[config.mk]
export PLATFORM = sky130hd
export DESIGN_NAME = ysyx_22040386_wbu
export DESIGN_NICKNAME = d
export VERILOG_FILES = /design/src/rtl/ysyx_22040386_wbu.sv
export SDC_FILE = /design/constraint.sdc
export NUM_CORES = 1
export LEC_CHECK = 0
export CAP_MARGIN = 20
export CORE_UTILIZATION = 53
export DETAILED_ROUTE_END_ITERATION = 16
export PLACE_DENSITY = 0.95
export SYNTH_ARGS = -nofsm -noshare
export SYNTH_HDL_FRONTEND = slang
export SYNTH_SLANG_ARGS = --single-unit
[constraint.sdc]
create_clock -name clk -period 9.14 [get_ports clk]
set_input_delay 2.742 -clock clk [delete_from_list [all_inputs] [get_ports clk]]
set_output_delay 2.742 -clock clk [all_outputs]
set_load 0.05 [all_outputs]
[src/rtl/ysyx_22040386_wbu.sv]
// ---------------------------------------------------------------------------
// ysyx_22040386_wbu -- writeback unit
//
// Accepts results from the LSU (load return) and ALU channels, picks one per
// cycle (LSU wins), and registers it into a single output stage that drives
// the register file write port one cycle later. It also keeps a 2-bit
// pending-write counter per GPR. Decode uses these counters for RAW stalls.
//
// Ports:
//   clk, rst_n                        clock, async active-low reset
//   alu_valid/ready/rd/data           ALU result channel
//   lsu_valid/ready/rd/data           load-return channel (always ready)
//   alloc_valid/ready/rd              decode reserves a destination register
//   chk_rs1/2, busy_rs1/2             RAW query: source still has a pending write
//   rf_wen/waddr/wdata                register file write port (registered)
//   err_unalloc                       sticky "write to unallocated rd" flag
//
// Optional feature: define YSYX_22040386_WB_CHECK_EN to build the
// unallocated-write checker. Without it, err_unalloc is tied low.
// ---------------------------------------------------------------------------
module ysyx_22040386_wbu #(
    parameter int ADDR_WIDTH = 5,
    parameter int DATA_WIDTH = 64
) (
    input  logic                  clk,
    input  logic                  rst_n,
    input  logic                  alu_valid,
    output logic                  alu_ready,
    input  logic [ADDR_WIDTH-1:0] alu_rd,
    input  logic [DATA_WIDTH-1:0] alu_data,
    input  logic                  lsu_valid,
    output logic                  lsu_ready,
    input  logic [ADDR_WIDTH-1:0] lsu_rd,
    input  logic [DATA_WIDTH-1:0] lsu_data,
    input  logic                  alloc_valid,
    output logic                  alloc_ready,
    input  logic [ADDR_WIDTH-1:0] alloc_rd,
    input  logic [ADDR_WIDTH-1:0] chk_rs1,
    input  logic [ADDR_WIDTH-1:0] chk_rs2,
    output logic                  busy_rs1,
    output logic                  busy_rs2,
    output logic                  rf_wen,
    output logic [ADDR_WIDTH-1:0] rf_waddr,
    output logic [DATA_WIDTH-1:0] rf_wdata,
    output logic                  err_unalloc
);

    localparam int NREG = 1 << ADDR_WIDTH;

    // Accepted result this cycle. The LSU is always ready, so the ALU only
    // transfers when the LSU is idle, and at most one result is accepted.
    logic                  acc_valid;
    logic [ADDR_WIDTH-1:0] acc_rd;
    logic [DATA_WIDTH-1:0] acc_data;
    logic                  alloc_fire;

    assign lsu_ready = 1'b1;
    assign alu_ready = !lsu_valid;
    assign acc_valid = lsu_valid | alu_valid;
    assign acc_rd    = lsu_valid ? lsu_rd   : alu_rd;
    assign acc_data  = lsu_valid ? lsu_data : alu_data;

    // Pending-write scoreboard
    logic [1:0] cnt_reg  [NREG];
    logic [1:0] cnt_next [NREG];

    // Saturation at 3 is enforced by back-pressuring alloc, not by clamping.
    assign alloc_ready = (cnt_reg[alloc_rd] != 2'd3);
    assign alloc_fire  = alloc_valid && alloc_ready;

    generate
        for (genvar gi = 0; gi < NREG; gi++) begin : g_cnt
            if (gi == 0) begin : g_zero
                // x0 never has pending writes
                assign cnt_next[gi] = 2'd0;
            end else begin : g_reg
                logic inc;
                logic dec;
                assign inc = alloc_fire && (alloc_rd == ADDR_WIDTH'(gi));
                assign dec = acc_valid  && (acc_rd   == ADDR_WIDTH'(gi));
                // Same-edge alloc+result cancel; a result at cnt==0 is an
                // unallocated write that still commits but leaves cnt at 0.
                assign cnt_next[gi] = (inc && !dec) ? cnt_reg[gi] + 2'd1 :
                                      (dec && !inc && cnt_reg[gi] != 2'd0) ? cnt_reg[gi] - 2'd1 :
                                      cnt_reg[gi];
            end
        end
    endgenerate

    always_ff @(posedge clk or negedge rst_n) begin
        if (!rst_n) begin
            for (int i = 0; i < NREG; i++) cnt_reg[i] <= 2'd0;
        end else begin
            for (int i = 0; i < NREG; i++) cnt_reg[i] <= cnt_next[i];
        end
    end

    // Output stage: one-cycle latency to the register file.
    logic                  rf_wen_reg;
    logic [ADDR_WIDTH-1:0] rf_waddr_reg;
    logic [DATA_WIDTH-1:0] rf_wdata_reg;

    always_ff @(posedge clk or negedge rst_n) begin
        if (!rst_n) begin
            rf_wen_reg   <= 1'b0;
            rf_waddr_reg <= '0;
            rf_wdata_reg <= '0;
        end else begin
            // rd==0 results are consumed but never written.
            rf_wen_reg <= acc_valid && (acc_rd != '0);
            if (acc_valid) begin
                rf_waddr_reg <= acc_rd;
                rf_wdata_reg <= acc_data;
            end
        end
    end

    assign rf_wen   = rf_wen_reg;
    assign rf_waddr = rf_waddr_reg;
    assign rf_wdata = rf_wdata_reg;

    // The counter drops at acceptance, so the in-flight output stage must also
    // report busy until the register file has actually committed the value.
    assign busy_rs1 = (chk_rs1 != '0) &&
                      ((cnt_reg[chk_rs1] != 2'd0) || (rf_wen_reg && rf_waddr_reg == chk_rs1));
    assign busy_rs2 = (chk_rs2 != '0) &&
                      ((cnt_reg[chk_rs2] != 2'd0) || (rf_wen_reg && rf_waddr_reg == chk_rs2));

`ifdef YSYX_22040386_WB_CHECK_EN
    logic unalloc_hit;
    logic err_reg;

    assign unalloc_hit = acc_valid && (acc_rd != '0) && (cnt_reg[acc_rd] == 2'd0) &&
                         !(alloc_fire && alloc_rd == acc_rd);

    always_ff @(posedge clk or negedge rst_n) begin
        if (!rst_n) begin
            err_reg <= 1'b0;
        end else if (unalloc_hit) begin
            err_reg <= 1'b1;
        end
    end

    assign err_unalloc = err_reg;

`ifndef SYNTHESIS
    logic [63:0] cyc_reg;
    always_ff @(posedge clk or negedge rst_n) begin
        if (!rst_n) begin
            cyc_reg <= '0;
        end else begin
            cyc_reg <= cyc_reg + 64'd1;
            if (unalloc_hit)
                $display("wbu warning: write to unallocated rd=%0d at cycle %0d", acc_rd, cyc_reg);
        end
    end
`endif
`else
    assign err_unalloc = 1'b0;
`endif

endmodule

==> metrics.cfg <==
[global_routing]
antenna_found_initial = 0
grtUsageMet2_pct = 57.7
grt_first_pass_wirelength_um = 43500
gr-max-usage-layer = met2
grt_max_degree = 78
use_met3_pct = 11.7
grt_use_total_pct = 35.2
first_global_vias = 8183
grt-ovfl-total = 0
grtUsageMet1_pct = 41.0

[synthesis]
synth_seq_cells = 132
synth_ff_type = dfrtp_1
ys_types = 61
netlist_instances = 931
syn_avg_cell_area_um2 = 8.96
synth.area.top_cells = dfrtp_1, mux2i_1, nand2_1
netlist_area_um2 = 8340
ys_seq_area_share_pct = 39.6
syn_nets = 1089
synth_warnings = 0
synth-edff-count = 0
yosys.area.top_type = dfrtp_1
async_reset_ff_share_pct = 100
netlist.area_leader.share_pct = 39.6

[pwr]
peakVddDrop_uv = 154
p_sw_uw = 789
clock_power_share_pct = 32.9
p_leak_nw = 4.77
p_int_mw = 1.40
power_density_nw_per_um2 = 193
power_switching_share_pct = 36.0
pwr-share-seq_pct = 37.5
pwr-share-comb_pct = 29.6

[clock_tree]
cts_hold_buffers = 0
postCtsSetupBuffers = 0
ctsLongestPathBuffers = 2
clockRootBuffer = clkbuf_16
cts_buffers = 17
ctsResizeCount = 0
htree_levels = 4
cts_tree = yes
clock_latency_ps = 430
numClockSinks = 132
clk_pin_slew_ps = 60

[job]
drv_cap = 0

[sta]
fin_skew_ps = 6.14
tns_ps = 0
max_clock_freq_mhz = 118
layout_min_cycle_time_ps = 8450
layout_setup_ws_ps = 693
setup_viol = 0
worst_slew_pin_slew_ps = 987
final-hold-violation-count = 0
period_share_pct = 92.4
slew_viol_final = 0
grt_setup_unrepaired = no
slew-limit-headroom_pct = 34.2

[floorplan]
row_count = 45
coreArea_um2 = 15300
io_pins = 234
start_util_pct = 54.7
die_area_um2 = 16200
die_h_um = 127
die_x_um = 127

[layout]
drive_gt1_share_pct = 6.79
antenna_cells = 0
multi_input_comb_area_um2 = 4690
nNetsFinal = 1295
syn2layout_area_growth_pct = 36.0
nFillCells = 1046
regArea_um2 = 3300
largest_reg_flops = 64

[routing]
dr_total_vias = 8452
drc_errors = 0
viasPerCell = 6.21
dr.pass1.iters = 6
routed_wl_um = 27800
avgRoutedWirePerCell_um = 20.4
ant_nets = 0
drt-initial-drc-count = 911

[placed_design]
dp_worst_setup_slack_ps = 705
place_congestion = 0.964
dp_hpwl_um = 20500
portBuffers = 231

[hold_path]
hold_class = reg -> reg

[worst_setup_path]
cp_max_fo = 13
worstSetupPathType = in -> out
cp.required_ps = 6400
cp-start-kind = primary input
cp-end-kind = output port
critPathArrivalTime_ps = 5710

[outcome]
outcome = completed

==> power by group through the flow <==
stage                     Combinational, mW  Sequential, mW  Clock [mW]
final                                 0.649           0.822       0.720
after floorplan                       0.324           0.871           0
after CTS                             0.639           0.813       0.725
after detailed placement              0.635           0.820           0
after global routing                  0.692           0.834       0.748
after global placement                0.615           0.813           0
==> Yosys cell counts, types with 13 or more instances <==
library cell,number
a211oi_1,16
o22ai_1,13
o21ai_0,104
mux4_2,19
nor2_1,48
inv_1,26
mux2i_1,79
dfrtp_1,132
nand2_1,152
nor3b_1,13
a21oi_1,56
nand3_1,34
nor3_1,24
clkbuf_1,28
==> cell families after synthesis <==
kind of cell              count (synthesis)  share of synthesized area (%)
AOI/OAI and AO/OA                       258                           19.0
xor gates and xnor gates                 17                           1.79
buffers and inverters                    79                           4.19
DFF                                     132                           39.6
muxes                                   102                           15.7
other                                     2                         0.0900
and+or+nand+nor                         341                           19.6
==> layer usage <==
metal	share of wire (%)	vias up
li1	-	3801
met1	36	3972
met2	47	536
met3	11	143
met4	5.6	0
met5	0	-
==> stage by stage <==
stage	cells	hold slack [ps]	total power, mW	util (%)	instance area [µm²]
6_report	1360	556	2.19	74.3	11300
5_1_grt	1360	582	2.27	74.3	11300
4_1_cts	1358	549	2.18	74.2	11300
3_5_place_dp	1327	530	1.46	70.2	10700
3_3_place_gp	1327	520	1.43	70.2	10700
2_1_floorplan	931	489	1.19	-	8340
==> cell usage in the layout (no fill, tap or decap), types with 19 or more instances in the layout <==
cell / count
nand2_1: 152
o21ai_0: 104
nand3_1: 34
clkdlybuf4s50_1: 227
nor3_1: 24
a21oi_1: 56
mux2i_1: 79
inv_1: 26
nor2_1: 48
mux4_2: 19
dfrtp_1: 132
==> worst paths after layout <==
check	from	cells after the start	slack [ps]	end
setup reg to reg	cnt_reg[0]	5	6860	cnt_reg[2]
max in group asynchronous	rst_n	2	5460	cnt_reg[13]
hold / removal	cnt_reg[13]	2	560	cnt_reg[13]
min in group asynchronous	rst_n	1	2270	cnt_reg[38]
hold reg to reg	cnt_reg[13]	2	560	cnt_reg[13]
setup / recovery	chk_rs1[2]	6	690	busy_rs1
==> critical path, cell delays in order <==
cell,delay [ps]
clkdlybuf4s50_1,890
mux4_2,580
mux4_2,500
nand3_1,100
o21a_1,110
clkdlybuf4s50_1,790
==> area by class of cell <==
type / count / area share (%)
Inverter: 26 / 0.861
Timing Repair Buffer: 240 / 20.9
Tap cell: 211 / 2.33
Sequential cell: 132 / 29.1
Clock inverter: 13 / 1.53
Multi-Input combinational cell: 720 / 41.3
Clock buffer: 18 / 3.87
(Power assumes the default switching activity.)
